<file path="src/rtl/fp_scale_pkg.sv">
// Shared constants, classification enum and stage-1 record for the
// complex exponent scaler.
package fp_scale_pkg;

  localparam int EXP_W = 8;
  localparam int MAN_W = 23;
  localparam logic [EXP_W-1:0] EXP_MAX        = 8'hFF;
  localparam logic [EXP_W-1:0] EXP_MAX_FINITE = 8'hFE;

  typedef enum logic [1:0] {
    ZERO,
    NORMAL,
    SPECIAL
  } fp_class_e;

  typedef struct packed {
    logic             sign;
    fp_class_e        cls;
    logic [EXP_W:0]   esum;
    logic [MAN_W-1:0] man;
    logic             ovf;
  } comp_p1_t;

endpackage

</file>
<file path="src/rtl/fp_exp_scale.sv">
// Combinational classify-and-add for one IEEE-754 single component:
// splits fields, classifies the word and adds SHIFT to the biased exponent.
module fp_exp_scale
  import fp_scale_pkg::*;
#(
  parameter int SHIFT = 5
) (
  input  logic [31:0] word_i,
  output comp_p1_t    rec_o
);

  logic [EXP_W-1:0] exp_in;

  always_comb begin
    exp_in      = word_i[30:23];
    rec_o.sign  = word_i[31];
    rec_o.man   = word_i[22:0];
    rec_o.esum  = {1'b0, exp_in};
    rec_o.cls   = NORMAL;
    rec_o.ovf   = 1'b0;
    if (exp_in == '0) begin
      rec_o.cls = ZERO;
    end else if (exp_in == EXP_MAX) begin
      rec_o.cls = SPECIAL;
    end else begin
      // 9-bit sum: SHIFT <= 31 on an exponent <= 254 cannot exceed 285
      rec_o.esum = {1'b0, exp_in} + (EXP_W + 1)'(SHIFT);
      rec_o.ovf  = (rec_o.esum > {1'b0, EXP_MAX_FINITE});
    end
  end

endmodule

</file>
<file path="src/rtl/fp_cplx_scale_up.sv">
// Two-stage streaming complex scaler: multiplies re/img by 2^SHIFT.
// Overflow behaviour selected by macro FP_SCALE_SAT_EN (saturate vs. infinity).
module fp_cplx_scale_up
  import fp_scale_pkg::*;
#(
  parameter int SHIFT = 5,
  parameter int CNT_W = 16
) (
  input  logic             clk,
  input  logic             rst_n,
  input  logic             s_valid,
  output logic             s_ready,
  input  logic [31:0]      s_re,
  input  logic [31:0]      s_img,
  input  logic             s_last,
  output logic             m_valid,
  input  logic             m_ready,
  output logic [31:0]      m_re,
  output logic [31:0]      m_img,
  output logic             m_last,
  output logic [CNT_W-1:0] ovf_cnt,
  input  logic             clr_cnt
);

  function automatic logic [31:0] sat_word(input logic sign);
`ifdef FP_SCALE_SAT_EN
    return {sign, EXP_MAX_FINITE, {MAN_W{1'b1}}};
`else
    return {sign, EXP_MAX, {MAN_W{1'b0}}};
`endif
  endfunction

  function automatic logic [31:0] assemble(input comp_p1_t r);
    logic [31:0] w;
    case (r.cls)
      ZERO:    w = {r.sign, 31'h0};
      SPECIAL: w = {r.sign, EXP_MAX, r.man};
      default: w = r.ovf ? sat_word(r.sign) : {r.sign, r.esum[EXP_W-1:0], r.man};
    endcase
    return w;
  endfunction

  logic       en;
  comp_p1_t   re_rec, img_rec;
  comp_p1_t   re_p1_q, img_p1_q;
  logic       last_p1_q;
  logic       vld_p1_q, vld_p2_q;
  logic [31:0] re_p2_q, img_p2_q, re_p2_d, img_p2_d;
  logic       last_p2_q;
  logic [CNT_W-1:0] ovf_cnt_q, ovf_cnt_d;
  logic       smp_ovf;

  assign en      = !vld_p2_q || m_ready;
  assign s_ready = en;

  fp_exp_scale #(.SHIFT(SHIFT)) u_re  (.word_i(s_re),  .rec_o(re_rec));
  fp_exp_scale #(.SHIFT(SHIFT)) u_img (.word_i(s_img), .rec_o(img_rec));

  // ---- stage 1: classified records ----
  always_ff @(posedge clk or negedge rst_n) begin
    if (!rst_n) begin
      vld_p1_q <= 1'b0;
    end else if (en) begin
      vld_p1_q <= s_valid;
    end
  end

  always_ff @(posedge clk) begin
    if (en) begin
      re_p1_q   <= re_rec;
      img_p1_q  <= img_rec;
      last_p1_q <= s_last;
    end
  end

  // ---- stage 2: output words and overflow count ----
  always_comb begin
    re_p2_d  = assemble(re_p1_q);
    img_p2_d = assemble(img_p1_q);
    smp_ovf  = re_p1_q.ovf || img_p1_q.ovf;
    ovf_cnt_d = ovf_cnt_q;
    if (clr_cnt) begin
      ovf_cnt_d = '0;
    end else if (en && vld_p1_q && smp_ovf && (ovf_cnt_q != '1)) begin
      // counted on entry to stage 2 only, so a later stall cannot recount it
      ovf_cnt_d = ovf_cnt_q + CNT_W'(1);
    end
  end

  always_ff @(posedge clk or negedge rst_n) begin
    if (!rst_n) begin
      vld_p2_q  <= 1'b0;
      re_p2_q   <= '0;
      img_p2_q  <= '0;
      last_p2_q <= 1'b0;
      ovf_cnt_q <= '0;
    end else begin
      ovf_cnt_q <= ovf_cnt_d;
      if (en) begin
        vld_p2_q  <= vld_p1_q;
        re_p2_q   <= re_p2_d;
        img_p2_q  <= img_p2_d;
        last_p2_q <= last_p1_q;
      end
    end
  end

  assign m_valid = vld_p2_q;
  assign m_re    = re_p2_q;
  assign m_img   = img_p2_q;
  assign m_last  = last_p2_q;
  assign ovf_cnt = ovf_cnt_q;

endmodule

</file>
<file path="config.mk">
export PLATFORM = sky130hd
export DESIGN_NAME = fp_cplx_scale_up
export DESIGN_NICKNAME = d
export VERILOG_FILES = /design/src/rtl/fp_scale_pkg.sv /design/src/rtl/fp_exp_scale.sv /design/src/rtl/fp_cplx_scale_up.sv
export SDC_FILE = /design/constraint.sdc
export NUM_CORES = 1
export LEC_CHECK = 0
export ABC_AREA = 1
export CORE_UTILIZATION = 50
export CTS_BUF_LIST = sky130_fd_sc_hd__clkbuf_8
export DETAILED_ROUTE_END_ITERATION = 8
export PLACE_DENSITY = 0.8
export SYNTH_ARGS = -nofsm -noshare
export SYNTH_HDL_FRONTEND = slang
export SYNTH_SLANG_ARGS = --single-unit
</file>
<file path="constraint.sdc">
create_clock -name clk -period 5.2 [get_ports clk]
set_input_delay 1.3 -clock clk [delete_from_list [all_inputs] [get_ports clk]]
set_output_delay 1.3 -clock clk [all_outputs]
set_load 0.02 [all_outputs]
</file>
==> metrics.yaml <==
cp.buffers_inverters: 3
drive_gt1_frac: 0.0722
insertion_delay_ps: 430
worstHoldPathType: "reg -> reg"
totalWireLength_um: 14700
antennaDiodeCount: 0
cpPeakStageDelay_ps: 690
nFillCells: 978
critical_path_peak_fanout: 2
synth_warnings: 0
cp.required_ps: 3900
core.rowCount: 41
cts_buffers: 17
yosysTopAreaCell: "edfxtp_1"
max_freq_mhz: 259
synth_most_common_cell: "nand2_1"
antenna_found_initial: 0
tns_ps: 0
synth_commonest_cells: "nand2_1 (129), nand3_1 (112), dfrtp_1 (83)"
ys_ff_latch: 154
fin_skew_ps: 12.1
final_nets: 853
grt_overflow: 0
slew_headroom: 0.287
path_common_cell: "clkdlybuf4s50_1"
stdcell_count: 961
rsz0062_at_grt: "no"
cts_sinks: 154
die_h_um: 116
start_kind: "primary input"
synth_flop_cell: "dfrtp_1"
synth.area.top_cells: "edfxtp_1 (33%), dfrtp_1 (32%), nand3_1 (8.6%), nand2_1 (7.5%), o21ai_0 (3.9%)"
path_class: "in -> out"
vias: 5011
gp_congestion: 0.885
status: "complete, no violations"
grt_pass1_vias: 4773
synth.distinct_cells: 30
cts_hold_buffers: 0
synthCells: 627
syn_to_final_growth_pct: 32.6
syn_area_mm2: 0.00648
clk_pin_slew_ps: 80
p_leak_nw: 3.68
ctsHtreeMaxLevel: 4
yosysTopAreaCellShare: 0.329
hold_viol: 0
start_util: 0.514
clockBufferDepth: 2
cts_resized: 0
drt-initial-drc-count: 359
finalCriticalPeriod_ps: 3870
power_density_mw_per_mm2: 362
avgSynthCellArea_um2: 10.3
cp_slowest_cell: "clkdlybuf4s50_1"
slew_viol_final: 0
wl_per_cell_um: 15.3
dr.pass1.iters: 5
seq_area_frac_synth: 0.649
setup_viol: 0
setup.worst_path.start: "m_ready"
core-area_mm2: 0.0126
die_x_um: 116
crit_chain: "clkdlybuf4s50_1 > inv_2 > nand2_4 > clkdlybuf4s50_1"
drv_cap: 0
vdd_drop_max_uv: 195
ys_async_sr_fraction: 0.539
synth_edf_count: 71
drc: 0
die_area_mm2: 0.0134
cts_tree: "built"
ant_nets: 0
placed_cells: 929
ios: 153
grt_pass1_wl_um: 23200
post_cts_buffers: 0
endpoint_kind: "output pin"
track_usage: 0.229
min_from: "img_p1_q[10]"
timing.rr.start: "m_valid"
worst-slew-pin-transition_ps: 1070
syn-num-nets: 704
arrival_ps: 2570
viasPerCell: 5.21
io_buffers: 152
grt_max_degree: 84
cts_root_buf: "clkbuf_8"
dp_hpwl_um: 9900
post-route-period-util: 0.744
fin_util: 0.681
cp_top_family: "buffers and inverters"
final timing paths:
kind	end	slack [ps]	depth (start not counted)
worst min register to register	m_img[9]	470	2
worst min-delay path	m_img[9]	470	2
worst max-delay path	s_ready	1330	4
max in group asynchronous	m_valid	3400	1
min in group asynchronous	m_re[7]	1040	1
worst max register to register	ovf_cnt[10]	2530	9
power by group:
part	internal, W	leakage (nW)	total, W	switching (W)
registers	0.00143	1.75	0.00151	0.0000781
clock network	0.000537	0.209	0.000970	0.000433
logic	0.000273	1.71	0.000631	0.000357
total	0.00225	3.68	0.00311	0.000868
registers in the layout, indices dropped and copies added (netlist names):
| signal | count |
|---|---|
| m_last | 1 |
| m_valid | 1 |
| m_re | 32 |
| vld_p1_q | 1 |
| m_img | 32 |
| last_p1_q | 1 |
| img_p1_q | 35 |
| ovf_cnt | 16 |
| re_p1_q | 35 |
placed cells by master, fill, tap and decap left out, types with 5 or more instances in the layout:
master	instances
o31ai_1	5
clkbuf_8	18
o21ai_0	50
nand2_1	129
buf_4	6
a21oi_1	6
edfxtp_1	71
clkdlybuf4s50_1	151
dfrtp_1	82
xor2_1	8
inv_1	45
ha_1	7
nor2_1	43
nand3_1	112
nand4_1	11
final cells by class:
| cell class | count | area, µm² | area share |
|---|---|---|---|
| flip-flops and latches | 154 | 4210 | 0.490 |
| multi-input cells | 400 | 2000 | 0.232 |
| repair buffers | 157 | 1560 | 0.181 |
| clock buffers | 18 | 248 | 0.0288 |
| well taps | 172 | 215 | 0.0250 |
| clock inverters | 14 | 195 | 0.0227 |
| inverters | 46 | 173 | 0.0201 |
stage by stage:
step	setup WS [ps]	cell area [µm²]	total power [W]	hold WS [ps]
after floorplan	166	6480	0.00183	445
after global placement	1210	8150	0.00215	451
after detailed placement	1140	8150	0.00217	458
after CTS	1320	8590	0.00313	477
after global routing	1300	8590	0.00325	485
final	1330	8590	0.00311	475
cells by family (layout without fill, tap and decap cells):
group                    after synthesis  after routing  synth area share
AND/OR/NAND/NOR                      309            309             0.214
flip-flops                           154            154             0.649
buffers and inverters                 73            235            0.0442
AO/OA/AOI/OAI                         69             69            0.0577
XOR/XNOR                              12             12            0.0162
adder cells (fa/ha/maj)                7              7            0.0135
multiplexers                           3              3           0.00521
per-layer routing:
layer / global-route usage / vias to the layer above / wire length [µm]
met5: 0 / - / 0
met1: 0.291 / 2385 / 6220
met3: 0.0533 / 26 / 692
met2: 0.380 / 160 / 7420
met4: 0.0949 / 0 / 350
li1: - / 2440 / -
worst min-delay path: cells and delay by family, from the launching register on:
family | cells | cell delay [ps]
and+or+nand+nor | 2 | 120
DFF | 1 | 330
Note: power is estimated with default switching activity, not from simulation.
==> patch (same settings) <==
The option `FP_SCALE_SAT_EN` is turned on by a define.
--- a/src/rtl/fp_cplx_scale_up.sv
+++ b/src/rtl/fp_cplx_scale_up.sv
@@ -1,5 +1,7 @@
 // Two-stage streaming complex scaler: multiplies re/img by 2^SHIFT.
 // Overflow behaviour selected by macro FP_SCALE_SAT_EN (saturate vs. infinity).
+`define FP_SCALE_SAT_EN
+
 module fp_cplx_scale_up
   import fp_scale_pkg::*;
 #(
Formal check against the unedited RTL: not equivalent (Yosys sat finds a counterexample within 4 cycles, from zero or initial values and one cycle with rst_n low).
==> patch against the unedited design <==
Wire length fell by 0.47%; final area fell by 1.3%; power down 1.8%; synthesized area shrank 1.4%; sequential cell count unchanged; worst setup slack worse by 0.18 ns; die area fell by 1.3%; global-route usage increased by 0.99 points.
==> patch: results (changes against the unedited design) <==
metric,value,unit,change
"slowest stage cell, crit path",clkdlybuf4s50_1,,
internal power,2191,uW,-2.4%
synth unique cells,33,,+10%
R2R Setup Slk,2.52,ns,about the same
Non-Filler Instances,968,,+0.73%
crit-path max FO,20,,+18
1st-iter DRT viols,485,,+35%
antenna cell count,0,,unchanged
post-route clock skew,0.007585,ns,-0.004503 ns
Clk pwr share,29.8,%,-1.4 points
synth cell count leaders,"186 x nand2_1, 83 x dfrtp_1, 71 x edfxtp_1, 65 x nor2_1, 54 x o21ai_0",,
worst hold path startpoint,last_p1_q,,
Longest Clk Path Bufs,2,,unchanged
VDD IR max,0.1811,mV,-7.0%
Final GP Congestion,0.9286,,+4.9%
Post-Syn Nets,707,,+0.43%
P_leak,0.003644,uW,-0.85%
crit-path leading delay family,buffers and inverters,,
dpl cells,936,,+0.75%
hold path endpoint,m_last,,
Reg2Reg Depth,8,,-1
Synth Area per Inst,10.15,um2,-1.8%
Worst path max stage delay,0.67,ns,-0.02 ns
Total GRT Usage,23.89,%,+0.99 points
DP Wirelength,10290,um,+3.9%
"top cells by area, synth","edfxtp_1 33%, dfrtp_1 32%, nand2_1 11%",,
CTS Buf Count,17,,unchanged
nets@finish,864,,+1.3%
run status,"complete, no violations",,
RR Startpoint,m_valid,,
vias,4982,,-0.58%
crit path DAT,2.75,ns,+0.18 ns
Total Wirelength,14610,um,-0.47%
initial antenna violation count,1,,+1
share of layout cells above drive strength 1,5.750,%,-1.5 points
vias in the first global route,4867,,+2.0%
clock root buffer,clkbuf_8,,
post-synthesis sequential area ratio,65.81,%,+0.89 points
global-route wire length before repair,23700,um,+2.4%
sequential group share of total power,49.7,%,+1.1 points
Slew @ Worst Pin,1.038,ns,-0.03135 ns
==> patch: cell count changes after synthesis, sizes merged <==
cell and delta:
nand3 -86, a21oi +15, o21ai +3, or2 +1
nor2 +20, inv +3, mux2 -3, a22o +2
xor2 +1, clkbuf -10, nand2 +57
==> patch: how the worst max path moves through the flow <==
stage          startpoint     endpoint  depth (start not counted)
2_1_floorplan     m_ready      s_ready                          3
3_3_place_gp      m_ready      s_ready                          4
3_5_place_dp      m_ready  ovf_cnt[10]                         10
4_1_cts           m_ready      s_ready                          4
5_1_grt           m_ready      s_ready                          4
6_report          m_ready      s_ready                          4
==> patch: per-layer routing <==
layer  GRT usage [%]  routed length [um]  vias to the layer above
met1           30.28                6297                     2352
li1                -                   -                     2393
met4           9.524                 272                        2
met3           7.116                 954                       29
met5               0                  11                        -
met2           38.76                7074                      206
==> patch: area by class of cell <==
cell class                      count  area [um2]
Clock buffer                       18       247.7
Clock inverter                     14       157.7
Fill cell                         944        3777
Inverter                           49       183.9
Multi-Input combinational cell    410        1934
Sequential cell                   154        4209
Tap cell                          168       210.2
Timing Repair Buffer              155        1541
==> patch: cells by family (layout without fill, tap and decap cells) <==
group,Yosys count,count (layout),share of synthesized area (%)
simple gates,301,301,19.43
flops,154,154,65.81
fa+ha+maj,7,7,1.369
buf+inv,66,236,4.029
xor+xnor,13,13,1.780
compound gates,89,89,7.590
==> patch: through the flow <==
stage	setup WS [ns]	util [%]	power (uW)	hold slack, ns	area, um2
2_1_floorplan	0.1580	-	1829	0.4257	6396
3_3_place_gp	1.150	65.89	2146	0.4318	8079
3_5_place_dp	1.132	65.89	2171	0.4373	8079
4_1_cts	1.143	69.19	3082	0.4550	8484
5_1_grt	1.096	69.19	3195	0.4927	8484
6_report	1.154	69.19	3057	0.4525	8484
